<file path="src/rtl/shift_out_ctrl.sv">
// Parallel-to-serial driver for a 595-style shift/storage register chain.
// Optional build macro: SHIFT_OUT_LSB_FIRST_EN (LSB-first bit order).
module shift_out_ctrl #(
    parameter int unsigned WIDTH  = 16,
    parameter int unsigned CLKDIV = 1
) (
    input  logic             clk,
    input  logic             reset,
    input  logic             start,
    input  logic [WIDTH-1:0] data,
    output logic             busy,
    output logic             done,
    output logic             serdata,
    output logic             serclk,
    output logic             latch,
    output logic [4:0]       count
);

    localparam int unsigned PRESC_W = 8;
    localparam int unsigned CNT_W   = 5;

    typedef enum logic [1:0] {
        ST_IDLE  = 2'd0,
        ST_LO    = 2'd1,
        ST_HI    = 2'd2,
        ST_LATCH = 2'd3
    } state_e;

    state_e             state_q, state_d;
    logic [PRESC_W-1:0] presc_q, presc_d;
    logic [WIDTH-1:0]   shreg_q, shreg_d;
    logic [CNT_W-1:0]   count_q, count_d;
    logic               serdata_q, serdata_d;
    logic               serclk_q, serclk_d;
    logic               latch_q, latch_d;
    logic               busy_q, busy_d;
    logic               done_q, done_d;

    logic               phase_end_c;
    logic               last_bit_c;
    logic [WIDTH-1:0]   shifted_c;
    logic               first_bit_c;
    logic               next_bit_c;

    assign phase_end_c = (presc_q == PRESC_W'(CLKDIV - 1));
    assign last_bit_c  = (count_q == CNT_W'(WIDTH));

    // Bit-order selection: which end leaves first and which way the register moves.
`ifdef SHIFT_OUT_LSB_FIRST_EN
    assign shifted_c   = shreg_q >> 1;
    assign first_bit_c = data[0];
    assign next_bit_c  = shifted_c[0];
`else
    assign shifted_c   = shreg_q << 1;
    assign first_bit_c = data[WIDTH-1];
    assign next_bit_c  = shifted_c[WIDTH-1];
`endif

    // State and datapath registers.
    always_ff @(posedge clk or negedge reset) begin
        if (!reset) begin
            state_q   <= ST_IDLE;
            presc_q   <= '0;
            shreg_q   <= '0;
            count_q   <= '0;
            serdata_q <= 1'b0;
            serclk_q  <= 1'b0;
            latch_q   <= 1'b0;
            busy_q    <= 1'b0;
            done_q    <= 1'b0;
        end else begin
            state_q   <= state_d;
            presc_q   <= presc_d;
            shreg_q   <= shreg_d;
            count_q   <= count_d;
            serdata_q <= serdata_d;
            serclk_q  <= serclk_d;
            latch_q   <= latch_d;
            busy_q    <= busy_d;
            done_q    <= done_d;
        end
    end

    // Next-state and phase prescaler.
    always_comb begin
        state_d = state_q;
        presc_d = '0;
        unique case (state_q)
            ST_IDLE: begin
                if (start) begin
                    state_d = ST_LO;
                end
            end
            ST_LO: begin
                presc_d = phase_end_c ? '0 : presc_q + PRESC_W'(1);
                if (phase_end_c) begin
                    state_d = ST_HI;
                end
            end
            ST_HI: begin
                presc_d = phase_end_c ? '0 : presc_q + PRESC_W'(1);
                if (phase_end_c) begin
                    state_d = last_bit_c ? ST_LATCH : ST_LO;
                end
            end
            ST_LATCH: begin
                presc_d = phase_end_c ? '0 : presc_q + PRESC_W'(1);
                if (phase_end_c) begin
                    state_d = ST_IDLE;
                end
            end
            default: state_d = ST_IDLE;
        endcase
    end

    // Next values of the registered outputs; serdata only moves with serclk falling.
    always_comb begin
        shreg_d   = shreg_q;
        count_d   = count_q;
        serdata_d = serdata_q;
        serclk_d  = serclk_q;
        latch_d   = latch_q;
        busy_d    = busy_q;
        done_d    = 1'b0;
        unique case (state_q)
            ST_IDLE: begin
                if (start) begin
                    shreg_d   = data;
                    serdata_d = first_bit_c;
                    count_d   = '0;
                    busy_d    = 1'b1;
                    serclk_d  = 1'b0;
                    latch_d   = 1'b0;
                end
            end
            ST_LO: begin
                if (phase_end_c) begin
                    serclk_d = 1'b1;
                    count_d  = count_q + CNT_W'(1);
                end
            end
            ST_HI: begin
                if (phase_end_c) begin
                    serclk_d = 1'b0;
                    if (last_bit_c) begin
                        latch_d = 1'b1;
                    end else begin
                        shreg_d   = shifted_c;
                        serdata_d = next_bit_c;
                    end
                end
            end
            ST_LATCH: begin
                if (phase_end_c) begin
                    latch_d = 1'b0;
                    busy_d  = 1'b0;
                    done_d  = 1'b1;
                end
            end
            default: begin
                busy_d = 1'b0;
            end
        endcase
    end

    assign busy    = busy_q;
    assign done    = done_q;
    assign serdata = serdata_q;
    assign serclk  = serclk_q;
    assign latch   = latch_q;
    assign count   = count_q;

endmodule

</file>
<file path="config.mk">
export PLATFORM = sky130hd
export DESIGN_NAME = shift_out_ctrl
export DESIGN_NICKNAME = d
export VERILOG_FILES = /design/src/rtl/shift_out_ctrl.sv
export SDC_FILE = /design/constraint.sdc
export NUM_CORES = 1
export LEC_CHECK = 0
export CAP_MARGIN = 10
export CORE_AREA = 5 5 65 67
export DETAILED_ROUTE_END_ITERATION = 7
export DIE_AREA = 0 0 70 72
export PLACE_DENSITY_LB_ADDON = 0.05
export SKIP_CTS_REPAIR_TIMING = 1
export SYNTH_ARGS = -nofsm -noshare
export SYNTH_HDL_FRONTEND = slang
export SYNTH_SLANG_ARGS = --single-unit
</file>
<file path="constraint.sdc">
create_clock -name clk -period 2.8 [get_ports clk]
set_input_delay 0.56 -clock clk [delete_from_list [all_inputs] [get_ports clk]]
set_output_delay 0.56 -clock clk [all_outputs]
set_load 0.05 [all_outputs]
</file>
==> results.json, run 1 <==
{
  "maxCapViolCount": 0,
  "min_period_ns": 2.19,
  "syn_avg_cell_area_um2": 11.6,
  "synth_cell_types": 34,
  "rsz0062_at_grt": "no",
  "yosys.area.top_type_share": 0.489,
  "worstMarginPinSlew_ns": 0.588,
  "grt.total_usage": 0.143,
  "dpl.cell_count": 228,
  "synth_edf_count": 0,
  "critical_path.max_fanout": 16,
  "ant_nets": 0,
  "async_flop_share": 1.00,
  "drt_first_iter_violations": 82,
  "synth.area.top_cells": "dfrtp_1 49%, mux2_2 19%, ha_1 2.8%, nor2_1 2.7%, mux2i_1 2.2%",
  "peakVddDrop_mv": 0.568,
  "antenna_cells": 0,
  "grt_pass1_vias": 1372,
  "synth_cells": 154,
  "clk_path_buf_depth": 2,
  "start_util": 0.501,
  "via_count": 1223,
  "synth_seq_cells": 35,
  "finalPower_w": 0.00222,
  "path_class": "reg -> reg",
  "maxSlewViolCount": 0,
  "grt_pass1_wl_mm": 5.84,
  "cts_tree": "done",
  "drt-pass1-iter-count": 4,
  "clkSinkCount": 35,
  "worstPathRequired_ns": 3.02,
  "dp_hpwl_mm": 2.35,
  "placed_area_um2": 2130,
  "h-tree-depth": 2,
  "cts_made_buffers": 5,
  "power_density_nw_per_um2": 1010,
  "rows": 22,
  "clk_pin_slew_ns": 0.10,
  "finalHoldViolCount": 0,
  "wl_mm": 3.28,
  "synth.most_common_cell": "dfrtp_1",
  "syn_nets": 177,
  "portBuffers": 28,
  "startpoint_type": "flip-flop",
  "setup_viol": 0,
  "slowest_delay_ns": 0.42,
  "drc": 0,
  "finalClockSkew_ns": 0.00458,
  "io_pins": 29,
  "layout.nets": 210,
  "syn_to_final_growth_pct": 22.6,
  "fill_cells": 300,
  "timing.final.crit_share": 0.783,
  "die_y_um": 72,
  "yosys.area.top_type": "dfrtp_1",
  "fmax_mhz": 456,
  "die-area_um2": 5040,
  "layout-drive-gt1-share": 0.235,
  "cp-end-kind": "flip-flop",
  "core_um2": 3580,
  "final_cell_area_um2": 2200,
  "cp_slowest_cell": "dfrtp_1",
  "ff2ff_setup_slack_ns": 0.61,
  "place_congestion": 0.798,
  "chipWidth_um": 70,
  "yosysSeqAreaShare": 0.489,
  "arrival_ns": 2.41,
  "worstPathCellList": "inv_1 -> ha_1 -> nor4b_4 -> nand2_4 -> o41ai_4 -> buf_4 -> mux2_2",
  "yosys-top-cells-count": "35 x dfrtp_1, 31 x mux2_2, 13 x nor2_1",
  "ctsRootBufferMaster": "clkbuf_4",
  "leakagePower_nw": 0.946,
  "final_cells": 235,
  "wire_per_inst_um": 14.0,
  "synth_flop_cell": "dfrtp_1",
  "ys_warn_count": 0,
  "status": "finished clean",
  "grt_max_degree": 36,
  "grt-ovfl-total": 0,
  "slew_headroom": 0.605,
  "clk_latency_ns": 0.33,
  "syn-cell-area_um2": 1790,
  "grt_antenna_before_repair": 0,
  "routed_via_density": 5.20,
  "hp-class": "reg -> reg",
  "setup-tns-final_ns": 0
}
## per-layer routing
metal | global-route usage | up-vias | share of wire
met1 | 0.162 | 589 | 0.43
met5 | 0 | - | 0
met4 | 0.0511 | 0 | 0.015
met2 | 0.257 | 23 | 0.52
li1 | - | 604 | -
met3 | 0.0402 | 7 | 0.039
## final timing paths
check                      depth (start not counted)  startpoint          to
setup / recovery                                   7  presc_q[0]  shreg_q[0]
hold / removal                                     1  presc_q[0]  presc_q[0]
setup reg to reg                                   7  presc_q[0]  shreg_q[0]
hold reg to reg                                    1  presc_q[0]  presc_q[0]
max in group asynchronous                          2       reset  shreg_q[1]
min in group asynchronous                          2       reset  presc_q[6]
## cell families after synthesis
logic type	share of synthesized area
adder cells (fa/ha/maj)	0.0279
AND/OR/NAND/NOR	0.122
AO/OA/AOI/OAI	0.0817
flip-flops	0.489
buffers and inverters	0.0328
multiplexers	0.217
XOR/XNOR	0.0293
## layout make-up
cell class,count,area [µm²],area share
clock buffers,6,41.3,0.0188
inverters,8,30.0,0.0137
repair buffers,31,303,0.138
flip-flops and latches,35,876,0.399
clock inverters,1,30.0,0.0137
multi-input cells,106,857,0.390
well taps,48,60.1,0.0273
## critical path, delay by kind of cell (launching register included)
family / cells / cell delay [ns]
adders and majority gates: 1 / 0.14
AOI/OAI and AO/OA: 1 / 0.29
muxes: 1 / 0.36
DFF: 1 / 0.42
and+or+nand+nor: 2 / 0.51
buffers and inverters: 2 / 0.35
## stage by stage
step                      utilization  hold WS (ns)  setup WS [ns]
after floorplan                     -         0.264          0.599
after global placement          0.594         0.462          0.676
after detailed placement        0.594         0.482          0.623
after CTS                       0.614         0.497          0.596
after global routing            0.614         0.526          0.481
final                           0.614         0.499          0.607
## layout by cell type (no fill, tap or decap), types with 2 or more instances in the layout
cell             count
dfrtp_1             35
o21ai_0              5
and3_1               2
mux2_2              31
clkdlybuf4s50_1     28
xnor2_1              2
nor2_1              13
nand2_1              8
mux2i_1              4
a21oi_1              6
and2_1               3
buf_4                3
xor2_1               4
nand4_1              2
ha_1                 4
clkbuf_4             5
nor3_1               2
inv_1                7
nand3_1              7
## flip-flops by register name, indices dropped and copies added, names as in the netlist
name     flops
serdata      1
done         1
busy         1
presc_q      8
count        5
serclk       1
latch        1
shreg_q     15
state_q      2
## power breakdown
| group | total (W) | leakage (nW) | switching (W) | internal, W |
|---|---|---|---|---|
| Sequential | 0.000825 | 0.439 | 0.000132 | 0.000693 |
| Combinational | 0.00105 | 0.468 | 0.000543 | 0.000507 |
| Clock | 0.000344 | 0.0383 | 0.000160 | 0.000184 |
(Power assumes the default switching activity.)
==> run 2, diff against run 1 <==
- clock period: 2.8 -> 2.2 ns (I/O delays scaled with it)
==> run 2 against run 1 <==
Clock power is 1% higher; core utilization is 2.1 points higher; worst hold slack better by 0.012 ns; first-iteration DRC count is 2.4% higher; clock skew is 0.0036 ns higher; setup slack worse by 0.49 ns; critical path type is now reg -> out; largest power group unchanged.
==> results.json, run 2 (synthesis results as in run 1) <==
{
  "status": "finished clean",
  "power_density_nw_per_um2": 1230,
  "setup_viol": 0,
  "grt_max_degree": 36,
  "grt_antenna_before_repair": 0,
  "place_congestion": 0.775,
  "layout.nets": 220,
  "crit_family": "buffers and inverters",
  "h-tree-depth": 2,
  "hp-class": "in -> async",
  "path_buf_inv": 1,
  "final_cell_mix": "34 x dfrtp_1, 31 x mux2_2, 28 x clkdlybuf4s50_1",
  "die-area_um2": 5040,
  "cp-end-kind": "output port",
  "ctsRootBufferMaster": "clkbuf_4",
  "grt_pass1_vias": 1339,
  "via_count": 1258,
  "drt-pass1-iter-count": 4,
  "worstPathRequired_ns": 1.76,
  "core_um2": 3580,
  "largest-register": "shreg_q",
  "routed_via_density": 5.13,
  "ff2ff_setup_slack_ns": 0.20,
  "final_cells": 245,
  "min_period_ns": 2.09,
  "arrival_ns": 1.65,
  "dp_hpwl_mm": 2.51,
  "drc": 0,
  "syn_to_final_growth_pct": 26.7,
  "final_cell_area_um2": 2270,
  "clk_latency_ns": 0.33,
  "antenna_cells": 0,
  "fmax_mhz": 479,
  "final_common_cell": "dfrtp_1",
  "wire_per_inst_um": 14.1,
  "rows": 22,
  "chipWidth_um": 70,
  "slew_headroom": 0.610,
  "worstPathCellList": "clkdlybuf4s50_1",
  "worstMarginPinSlew_ns": 0.581,
  "clkSinkCount": 35,
  "critical_path.max_fanout": 7,
  "ant_nets": 0,
  "rsz0062_at_grt": "no",
  "timing.final.crit_share": 0.948,
  "maxCapViolCount": 0,
  "clk_pin_slew_ns": 0.10,
  "io_pins": 29,
  "cts_tree": "done",
  "path_class": "reg -> out",
  "largest_reg_flops": 15,
  "cts_made_buffers": 5,
  "clk_path_buf_depth": 2,
  "wl_mm": 3.46,
  "finalClockSkew_ns": 0.00816,
  "portBuffers": 28,
  "start_util": 0.501,
  "drt_first_iter_violations": 84,
  "post-place-ws_ns": -0.196,
  "leakagePower_nw": 0.996,
  "die_y_um": 72,
  "placed_area_um2": 2190,
  "dpl.cell_count": 237,
  "cp_slowest_cell": "clkdlybuf4s50_1",
  "peakVddDrop_mv": 0.645,
  "grt_pass1_wl_mm": 5.98,
  "grt.total_usage": 0.149,
  "startpoint_type": "flip-flop",
  "slowest_delay_ns": 0.84,
  "grt-ovfl-total": 0,
  "postLayoutSetupSlackWorst_ns": 0.113,
  "maxSlewViolCount": 0,
  "finalHoldViolCount": 0,
  "layout-drive-gt1-share": 0.284
}
## run 2: layer usage
layer  global-route usage  vias up  part of all wire
li1                     -      626                 -
met1                0.167      601              0.41
met2                0.265       24              0.52
met3               0.0443        7             0.046
met4               0.0596        0             0.023
met5                    0        -                 0
## run 2: path summary, 6_finish.rpt
path | cells past startpoint | end | startpoint
max in group asynchronous | 2 | count[0] | reset
hold / removal | 2 | presc_q[2] | reset
setup reg to reg | 7 | shreg_q[0] | presc_q[0]
hold reg to reg | 1 | shreg_q[13] | shreg_q[13]
setup / recovery | 1 | count[2] | count[2]
min in group clk | 1 | shreg_q[13] | shreg_q[13]
## run 2: power breakdown
group	switching (W)	internal, W	leakage, nW
clock	0.000201	0.000148	0.0341
sequential	0.000161	0.000884	0.438
combinational	0.000713	0.000682	0.524
## run 2: final cells by class
class	instances	area (µm²)
clock inverter	1	5.00
multi-input combinational	106	857
clock buffer	6	51.3
fill	309	1310
sequential	35	877
timing repair buffer	41	390
tap	48	60.1
inverter	8	30.0
## run 2: metrics by stage
step / total power [W] / utilization / setup TNS [ns] / hold slack (ns)
after floorplan: 0.00207 / - / 0 / 0.144
after global placement: 0.00237 / 0.613 / -1.68 / 0.483
after detailed placement: 0.00242 / 0.613 / -2.99 / 0.492
after CTS: 0.00277 / 0.629 / -3.13 / 0.515
after global routing: 0.00296 / 0.635 / 0 / 0.526
final: 0.00279 / 0.635 / 0 / 0.511
